File: config.mk
export PLATFORM = sky130hd
export DESIGN_NAME = decode_operand_stage
export DESIGN_NICKNAME = d
export VERILOG_FILES = /design/src/rtl/decode_operand_stage.sv
export SDC_FILE = /design/constraint.sdc
export NUM_CORES = 1
export LEC_CHECK = 0
export ABC_AREA = 1
export CAP_MARGIN = 40
export CELL_PAD_IN_SITES_DETAIL_PLACEMENT = 0
export CELL_PAD_IN_SITES_GLOBAL_PLACEMENT = 1
export CORE_ASPECT_RATIO = 1.5
export CORE_UTILIZATION = 23
export CTS_CLUSTER_DIAMETER = 50
export DETAILED_ROUTE_END_ITERATION = 16
export PLACE_DENSITY_LB_ADDON = 0.1
export RECOVER_POWER = 50
export SYNTH_ARGS = -nofsm -noshare
export SYNTH_HDL_FRONTEND = slang
export SYNTH_SLANG_ARGS = --single-unit
File: constraint.sdc
create_clock -name clk -period 1.2 [get_ports clk]
set_clock_uncertainty 0.15 [all_clocks]
set_input_delay 0.3 -clock clk [delete_from_list [all_inputs] [get_ports clk]]
set_output_delay 0.3 -clock clk [all_outputs]
set_load 0.02 [all_outputs]
File: src/rtl/decode_operand_stage.sv
// Single-entry operand holding stage between decode and issue, with flush and
// optional ROB writeback wakeup of pending sources (macro DECODE_OPERAND_WAKEUP_EN).
module decode_operand_stage #(
    parameter int SRC_CNT = 2,
    parameter int DATA_W  = 32,
    parameter int ROB_W   = 4
) (
    input  logic                      clk,
    input  logic                      resetn,
    input  logic                      snoop_hit,
    input  logic                      bco_valid,
    input  logic                      i_valid,
    output logic                      o_ready,
    input  logic [SRC_CNT*DATA_W-1:0] i_regfs_data,
    input  logic [SRC_CNT-1:0]        i_rat_src_valid,
    input  logic [SRC_CNT*ROB_W-1:0]  i_rat_src_rob,
    input  logic                      wb_valid,
    input  logic [ROB_W-1:0]          wb_rob,
    input  logic [DATA_W-1:0]         wb_data,
    output logic                      o_valid,
    input  logic                      i_ready,
    output logic [SRC_CNT*DATA_W-1:0] o_regfs_data,
    output logic [SRC_CNT-1:0]        o_rat_src_valid,
    output logic [SRC_CNT*ROB_W-1:0]  o_rat_src_rob
);

    // Handshake: a bundle moves on any edge where valid and ready are both high;
    // o_ready is the only combinational output, every other output is a flop.
    logic                      valid_q, valid_d;
    logic [SRC_CNT*DATA_W-1:0] data_q, data_d;
    logic [SRC_CNT-1:0]        pend_q, pend_d;
    logic [SRC_CNT*ROB_W-1:0]  rob_q, rob_d;
    logic                      flush;
    logic                      load;

    assign o_ready = !valid_q || i_ready;
    assign flush   = snoop_hit || bco_valid;
    assign load    = i_valid && o_ready && !flush;

`ifdef DECODE_OPERAND_WAKEUP_EN
    logic [SRC_CNT-1:0] hit_in;
    logic [SRC_CNT-1:0] hit_held;

    always_comb begin
        hit_in   = '0;
        hit_held = '0;
        for (int k = 0; k < SRC_CNT; k++) begin
            hit_in[k]   = wb_valid && i_rat_src_valid[k] &&
                          (wb_rob == i_rat_src_rob[k*ROB_W +: ROB_W]);
            hit_held[k] = wb_valid && valid_q && pend_q[k] &&
                          (wb_rob == rob_q[k*ROB_W +: ROB_W]);
        end
    end
`else
    logic unused_wb;
    assign unused_wb = ^{wb_valid, wb_rob, wb_data};
`endif

    always_comb begin
        valid_d = valid_q;
        data_d  = data_q;
        pend_d  = pend_q;
        rob_d   = rob_q;
        if (flush) begin
            valid_d = 1'b0;
        end else if (load) begin
            valid_d = 1'b1;
            data_d  = i_regfs_data;
            pend_d  = i_rat_src_valid;
            rob_d   = i_rat_src_rob;
`ifdef DECODE_OPERAND_WAKEUP_EN
            // A result broadcast in the load cycle replaces the stale regfile value.
            for (int k = 0; k < SRC_CNT; k++) begin
                if (hit_in[k]) begin
                    data_d[k*DATA_W +: DATA_W] = wb_data;
                    pend_d[k]                  = 1'b0;
                end
            end
`endif
        end else if (valid_q && i_ready) begin
            valid_d = 1'b0;
        end else begin
`ifdef DECODE_OPERAND_WAKEUP_EN
            // Tags stay as loaded; only data and the pending flag change on wakeup.
            for (int k = 0; k < SRC_CNT; k++) begin
                if (hit_held[k]) begin
                    data_d[k*DATA_W +: DATA_W] = wb_data;
                    pend_d[k]                  = 1'b0;
                end
            end
`endif
        end
    end

    always_ff @(posedge clk or negedge resetn) begin
        if (!resetn) begin
            valid_q <= 1'b0;
            data_q  <= '0;
            pend_q  <= '0;
            rob_q   <= '0;
        end else begin
            valid_q <= valid_d;
            data_q  <= data_d;
            pend_q  <= pend_d;
            rob_q   <= rob_d;
        end
    end

    assign o_valid         = valid_q;
    assign o_regfs_data    = data_q;
    assign o_rat_src_valid = pend_q;
    assign o_rat_src_rob   = rob_q;

endmodule

Word level (Yosys, flattened, before mapping):

Cells that the tools add are included.

* logic and storage cells: 17
* output and inout bits: 76
* register bits: 75

* bitwise logic cells: 1
* reduce and logical (&&, ||, !) cells: 9
* multiplexer cells: 3

Operators with widths (number)
* logical AND 1 bit: 3
* 2-to-1 mux 1 bit: 3
* nonzero test 3 bit: 1
* zero test 1 bit: 2
* logical OR 1 bit: 2
* AND reduction 2 bit: 1
* inverter 1 bit: 1

Logic depth before layout (Yosys ltp):

Gate-level depths: netlist of the first run.

* word-level depth: 6
* mapped depth: 7
* mapped depth without buffers: 5

Worst setup path before layout of the first run:

OpenSTA, ideal clock, no wires.

* kind: flip-flop to flip-flop
* start: reg valid_q (netlist: o_valid)
* end: reg rob_q[0] (netlist: o_rat_src_rob[0])
* buffers on the path: 2
* arrival time: 1057 ps
* stages on the path, launching flop included: 7
* setup slack: -124 ps
* library setup time: 117 ps
* path through: dfrtp_1 > nand2_1 > nand3_1 > buf_4 > buf_6 > nand2_1 > nand2_1

* word-level cells in the longest chain between the ends: 5

RTL lines
* start, declared: RTL line 29 `logic valid_q, valid_d;`
* start signal, assigned: RTL line 102 `valid_q <= valid_d;`
* zero test 1 bit: RTL line 36 `assign o_ready = !valid_q || i_ready;`
* logical OR 1 bit: RTL line 36
* logical AND 1 bit (2 in series): RTL line 38 `assign load = i_valid && o_ready && !flush;`
* AND reduction 2 bit (no source line)
* end signal, assigned: RTL line 105 `rob_q <= rob_d;`
* end, declared: RTL line 32 `logic [SRC_CNT*ROB_W-1:0] rob_q, rob_d;`

No other way between the ends.
A chain may end at the register's enable or synchronous reset.

Final worst setup path of the first run:

* start: reg valid_q (netlist: o_valid)
* end: out o_valid

RTL lines
* end, declared: RTL line 20 `output logic o_valid,`

No word-level cell between the ends.

==> results of run 1 <==
==> cells in the final DEF, fill, tap and decap left out, drive strengths merged, types with 2 or more instances in the layout <==
cell type	instances
buf	150
bufinv	4
clkbuf	16
clkdlybuf4s50	74
dfrtp	75
dlygate4sd2	3
nand2	149
nand3	2
nand4	74
==> cells by family after synthesis <==
group                  after synthesis  synth area share
flip-flops                          75             0.597
buffers and inverters               33            0.0705
AND/OR/NAND/NOR                    226             0.331
AO/OA/AOI/OAI                        1           0.00159
==> repair_timing <==
action                     in CTS  in global routing
resized for setup             485                 61
hold buffers                    1                  0
setup endpoints to repair     150                150
setup buffers                  19                 28
pin swaps                       2                  4
cloned                          6                  6
hold endpoints to repair       75                  0
==> state kept, by name, indices dropped and copies added (netlist names) <==
| name | cells |
|---|---|
| o_rat_src_valid | 2 |
| o_regfs_data | 64 |
| o_rat_src_rob | 8 |
| o_valid | 1 |
==> stage by stage <==
stage	area, um2	power, uW	util	setup TNS [ns]	setup slack (ns)
floorplan	3150	4210	-	-1.95	-0.0325
global placement	4950	5610	0.376	-61.42	-0.776
detailed placement	4950	5630	0.376	-60.49	-0.767
CTS	5830	9480	0.444	-22.81	-0.243
global route	6210	10200	0.473	-28.21	-0.269
finish	6210	9730	0.473	-21.33	-0.229
==> layer usage <==
metal / global-route usage / share of wire / vias up / wire [um]
met2: 0.274 / 0.52 / 101 / 6520
met4: 0.0559 / 0.013 / 0 / 159
li1: - / - / 1572 / -
met1: 0.208 / 0.41 / 1572 / 5120
met3: 0.0409 / 0.053 / 9 / 660
met5: 0 / 0 / - / 0
==> power groups by stage <==
stage                     logic (uW)  registers, uW  clock network [uW]
after floorplan                  473           3740                   0
after global placement          2400           3210                   0
after detailed placement        2410           3220                   0
after CTS                       2710           3270                3500
after global routing            3210           3330                3610
final                           3030           3280                3420
==> layout make-up <==
| class | instances | area share |
|---|---|---|
| Clock buffer | 12 | 0.0413 |
| Timing Repair Buffer | 232 | 0.404 |
| Sequential cell | 75 | 0.302 |
| Tap cell | 159 | 0.0320 |
| Inverter | 1 | 0.000604 |
| Multi-Input combinational cell | 228 | 0.200 |
| Clock inverter | 4 | 0.0193 |
==> path summary, 6_finish.rpt <==
check                                    to  slack [ns]
max                                 o_valid       -0.23
min                                 o_valid        0.18
max reg2reg                o_regfs_data[57]       -0.21
min reg2reg                o_regfs_data[48]        0.34
max in group asynchronous           o_valid        0.08
min in group asynchronous  o_regfs_data[24]        0.43
==> key figures, run 1 <==
Min path
  • Min-Delay Startpoint: snoop_hit
  • Hold Path Stages: 2
  • Hold Path Class: in -> reg

Yosys
  • Number of synthesized flops with an enable pin: 0
  • Asr flop ratio synth: 1.00
  • Sequential cell area fraction in the yosys report: 0.597
  • Most common cell in the synthesized netlist: nand2_1
  • Synth cell types: 12
  • #FFs+latches synth: 75
  • Top-area cell type share of the netlist area: 0.597
  • Commonest cells post-synth: 149 x nand2_1, 75 x dfrtp_1, 74 x nand4_1
  • Avg Synthesized Cell Area: 9.38 um2
  • Mapped cell area: 3140 um2
  • Main synth FF type: dfrtp_1
  • Mapped Cells: 335
  • Largest cells by area after synthesis: dfrtp_1 60%, nand2_1 18%, nand4_1 15%, buf_2 2.4%, buf_4 2.2%
  • Yosys top cell by area: dfrtp_1
  • Synth warn: 0
  • Syn_nets: 452

Place
  • Gp weighted congestion: 0.706
  • Port bufs: 155
  • Inst Count DP: 639
  • Hpwl dp: 7.06 mm

Timing
  • Final setup viols: 150
  • FMAX: 700 MHz
  • Final hold vios: 0
  • Final period util: 1.19
  • Crit path time final: 1.43 ns
  • Fin. max-slew vios: 0
  • Slew margin rel.: 0.697
  • Worst-Margin Slew: 0.454 ns
  • Min setup slack post-route: -0.229 ns
  • Hold WS: 0.182 ns
  • RSZ-0062 raised after global routing: true

Critical path
  • WP data required: 0.75 ns
  • Reg2Reg Depth: 6
  • Crit path cell chain: buf_6, buf_6
  • Worst R2R Start: o_valid
  • Slowest stage cell, crit path: dfrtp_2
  • CP Class: reg -> out
  • Worst Setup Start Kind: register
  • Critical Path End Type: primary output
  • Worst path most repeated cell: buf_6
  • Top Family by Delay on Critical Path: flip-flops
  • Crit Path Max Fanout: 2
  • Max incr delay on CP: 0.41 ns
  • CP arrival: 0.98 ns
  • Worst Setup SP: o_valid
  • CP bufs+invs: 2
  • Stages on worst setup path: 2

Floorplanning
  • Die ar.: 14100 um2
  • Core area: 13100 um2
  • FP Rows: 51
  • Ports: 193
  • Die Ht: 145 um
  • Die Width: 97.4 um
  • Initial core utilization: 0.239

Power and ir drop
  • Comb pwr share: 0.311
  • P_int: 6970 uW
  • PD cells: 1570 nW/um2
  • Static Leak: 0.00304 uW
  • NetSw: 2750 uW
  • Clock power share: 0.351
  • VDD IR-drop max: 0.000817 V
  • Sw Share: 0.283
  • Sequential power share: 0.338

Layout
  • Area grow syn2layout: 97.8%
  • Ant. Diodes: 0
  • Fillers: 1276
  • Multi-input logic area: 1240 um2
  • Fraction of layout cells with a size suffix above 1: 0.411
  • Fin cells: 711
  • NumNets Final: 664
  • FF+latch area: 1880 um2

CTS
  • Clk buf depth: 2
  • Clock latency on the worst-skew pair: 0.32 ns
  • Root buffer cell: clkbuf_16
  • CTS tree: yes
  • Reg clk slew, reported paths: 0.06 ns
  • H-tree levels: 3
  • Num CTS Buffers: 9
  • Sinks on Clock Net: 75

GRT
  • Remaining Overflow, GRT: 0
  • Global Route Usage Sum: 0.165
  • Initial antenna violation count: 0
  • Largest net degree at the start of global routing: 43
  • First-pass GRT wire length: 18.2 mm
  • Vias in the first global route: 3248

Drt
  • Post-DR wirelength/cell: 17.5 um
  • Initial detailed-routing violation count: 76
  • Routed via count: 3254
  • First-pass DRT Iterations: 4
  • Number of nets still failing antenna checks after routing: 0
  • Total wire length: 12.5 mm
  • DR DRC count: 0
  • Vias per cell: 4.58

Status
  • Status: complete, but fails checks
  • Failing checks: setup timing

Run
  • Max-Cap Viols: 0
Power figures use the tool's default switching activity.
==> run 2: changes to the inputs <==
Settings changed: TNS_END_PERCENT from default to 20.
==> key figures, run 2 (synthesis gave the netlist of run 1 again) <==
Status
  • Failing checks: setup timing
  • Status: complete, but fails checks

CTS
  • Reg clk slew, reported paths: 0.06 ns
  • Clock latency on the worst-skew pair: 0.32 ns
  • Num CTS Buffers: 9
  • Sinks on Clock Net: 75
  • Root buffer cell: clkbuf_16
  • CTS tree: yes
  • H-tree levels: 3
  • Clk buf depth: 2

Floorplanning
  • FP Rows: 51
  • Die Ht: 145 um
  • Initial core utilization: 0.239
  • Die ar.: 14100 um2
  • Ports: 193
  • Core area: 13100 um2
  • Die Width: 97.4 um

GRT
  • Initial antenna violation count: 0
  • Remaining Overflow, GRT: 0
  • Vias in the first global route: 3062
  • First-pass GRT wire length: 16.9 mm
  • Global Route Usage Sum: 0.151
  • Largest net degree at the start of global routing: 43

Place
  • Hpwl dp: 7.06 mm
  • Gp weighted congestion: 0.706
  • Port bufs: 155

Timing
  • Worst-Margin Slew: 0.448 ns
  • FMAX: 701 MHz
  • Final setup viols: 150
  • Slew margin rel.: 0.702
  • RSZ-0062 raised after global routing: true
  • Final period util: 1.19
  • Fin. max-slew vios: 0
  • Crit path time final: 1.43 ns
  • Min setup slack post-route: -0.227 ns
  • Final hold vios: 0

Power and ir drop
  • VDD IR-drop max: 0.000776 V
  • Tot Pwr: 8910 uW
  • Static Leak: 0.00271 uW
  • PD cells: 1650 nW/um2

Drt
  • First-pass DRT Iterations: 4
  • Number of nets still failing antenna checks after routing: 0
  • Vias per cell: 4.56
  • Routed via count: 3044
  • DR DRC count: 0
  • Total wire length: 11.2 mm
  • Initial detailed-routing violation count: 112
  • Post-DR wirelength/cell: 16.7 um

Layout
  • Fraction of layout cells with a size suffix above 1: 0.274
  • Commonest non-fill, non-tap cells in the layout: 139 x nand2_1, 74 x nand4_1, 74 x clkdlybuf4s50_1, 74 x dfrtp_1, 43 x buf_6
  • Most common cell after layout, fill and taps aside: nand2_1
  • Fillers: 1341
  • Post-Route Utilization: 0.412
  • NumNets Final: 620
  • Max reg flops: 64
  • Ant. Diodes: 0
  • Area grow syn2layout: 72.3%

Min path
  • Hold Path Stages: 2
  • Hold Path Class: in -> reg

Critical path
  • Reg2Reg Depth: 6
  • CP Class: reg -> out
  • WP data required: 0.75 ns
  • Worst Setup Start Kind: register
  • Critical Path End Type: primary output
  • Crit Path Max Fanout: 2
  • Crit path cell chain: buf_6, buf_6
  • Max incr delay on CP: 0.41 ns
  • Slowest stage cell, crit path: dfrtp_2
  • Worst path most repeated cell: buf_6
  • CP arrival: 0.98 ns

Run
  • Max-Cap Viols: 0
==> run 2: changes by cell type in the layout (fill, tap and decap cells not counted), sizes merged <==
cell / previous run / this run
buf: 150 / 105
clkbuf: 16 / 18
nand3: 2 / 1
==> run 2: timing repair <==
| action | 4_1_cts | 5_1_grt |
|---|---|---|
| resized for setup | 385 | 22 |
| gates cloned | 0 | 5 |
| pin swaps | 2 | 1 |
| hold buffers | 1 | 0 |
| buffers inserted | 4 | 2 |
| endpoints found under the hold margin | 75 | 0 |
| endpoints found under the setup margin | 150 | 150 |
==> run 2: cell type report <==
cell class / instances / area [um2] / area share
clock buffer: 12 / 256 / 0.0474
clock inverter: 4 / 120 / 0.0222
tap: 159 / 199 / 0.0367
timing repair buffer: 189 / 1860 / 0.343
sequential: 75 / 1880 / 0.347
inverter: 1 / 3.75 / 0.000693
multi-input combinational: 227 / 1100 / 0.203
==> run 2: critical path: cells and delay by family, from the launching register on <==
kind	cells	cell delay, ns
flops	1	0.41
buf+inv	2	0.24
==> run 2: where the power goes <==
group | internal (uW) | switching, uW | leakage, uW
combinational | 1070 | 1220 | 0.00160
clock | 2360 | 1040 | 0.000183
sequential | 2950 | 268 | 0.000930
==> run 2: final timing paths <==
check                                      start                to  slack [ns]
min in group asynchronous                 resetn  o_regfs_data[27]        0.43
worst min-delay path                   snoop_hit           o_valid        0.18
worst max-delay path                     o_valid           o_valid       -0.23
worst min register to register  o_regfs_data[14]  o_regfs_data[14]        0.31
worst max register to register           o_valid  o_regfs_data[39]       -0.18
max in group asynchronous                 resetn           o_valid        0.09
==> run 2: layer usage <==
metal	vias to the layer above	global-route usage	wire length, um
met4	0	0.0559	159
met1	1456	0.185	4660
met3	9	0.0414	678
li1	1470	-	-
met5	-	0	0
met2	109	0.251	5650
==> run 2: metrics by stage <==
step	std cells	instance area [um2]	hold slack, ns	worst slack (ns)	TNS (ns)
floorplan	335	3150	-0.146	-0.0325	-1.95
global placement	639	4950	0.141	-0.776	-61.42
detailed placement	639	4950	0.137	-0.767	-60.49
CTS	660	5230	0.169	-0.243	-17.26
global route	667	5410	0.184	-0.257	-28.11
finish	667	5410	0.184	-0.227	-20.15
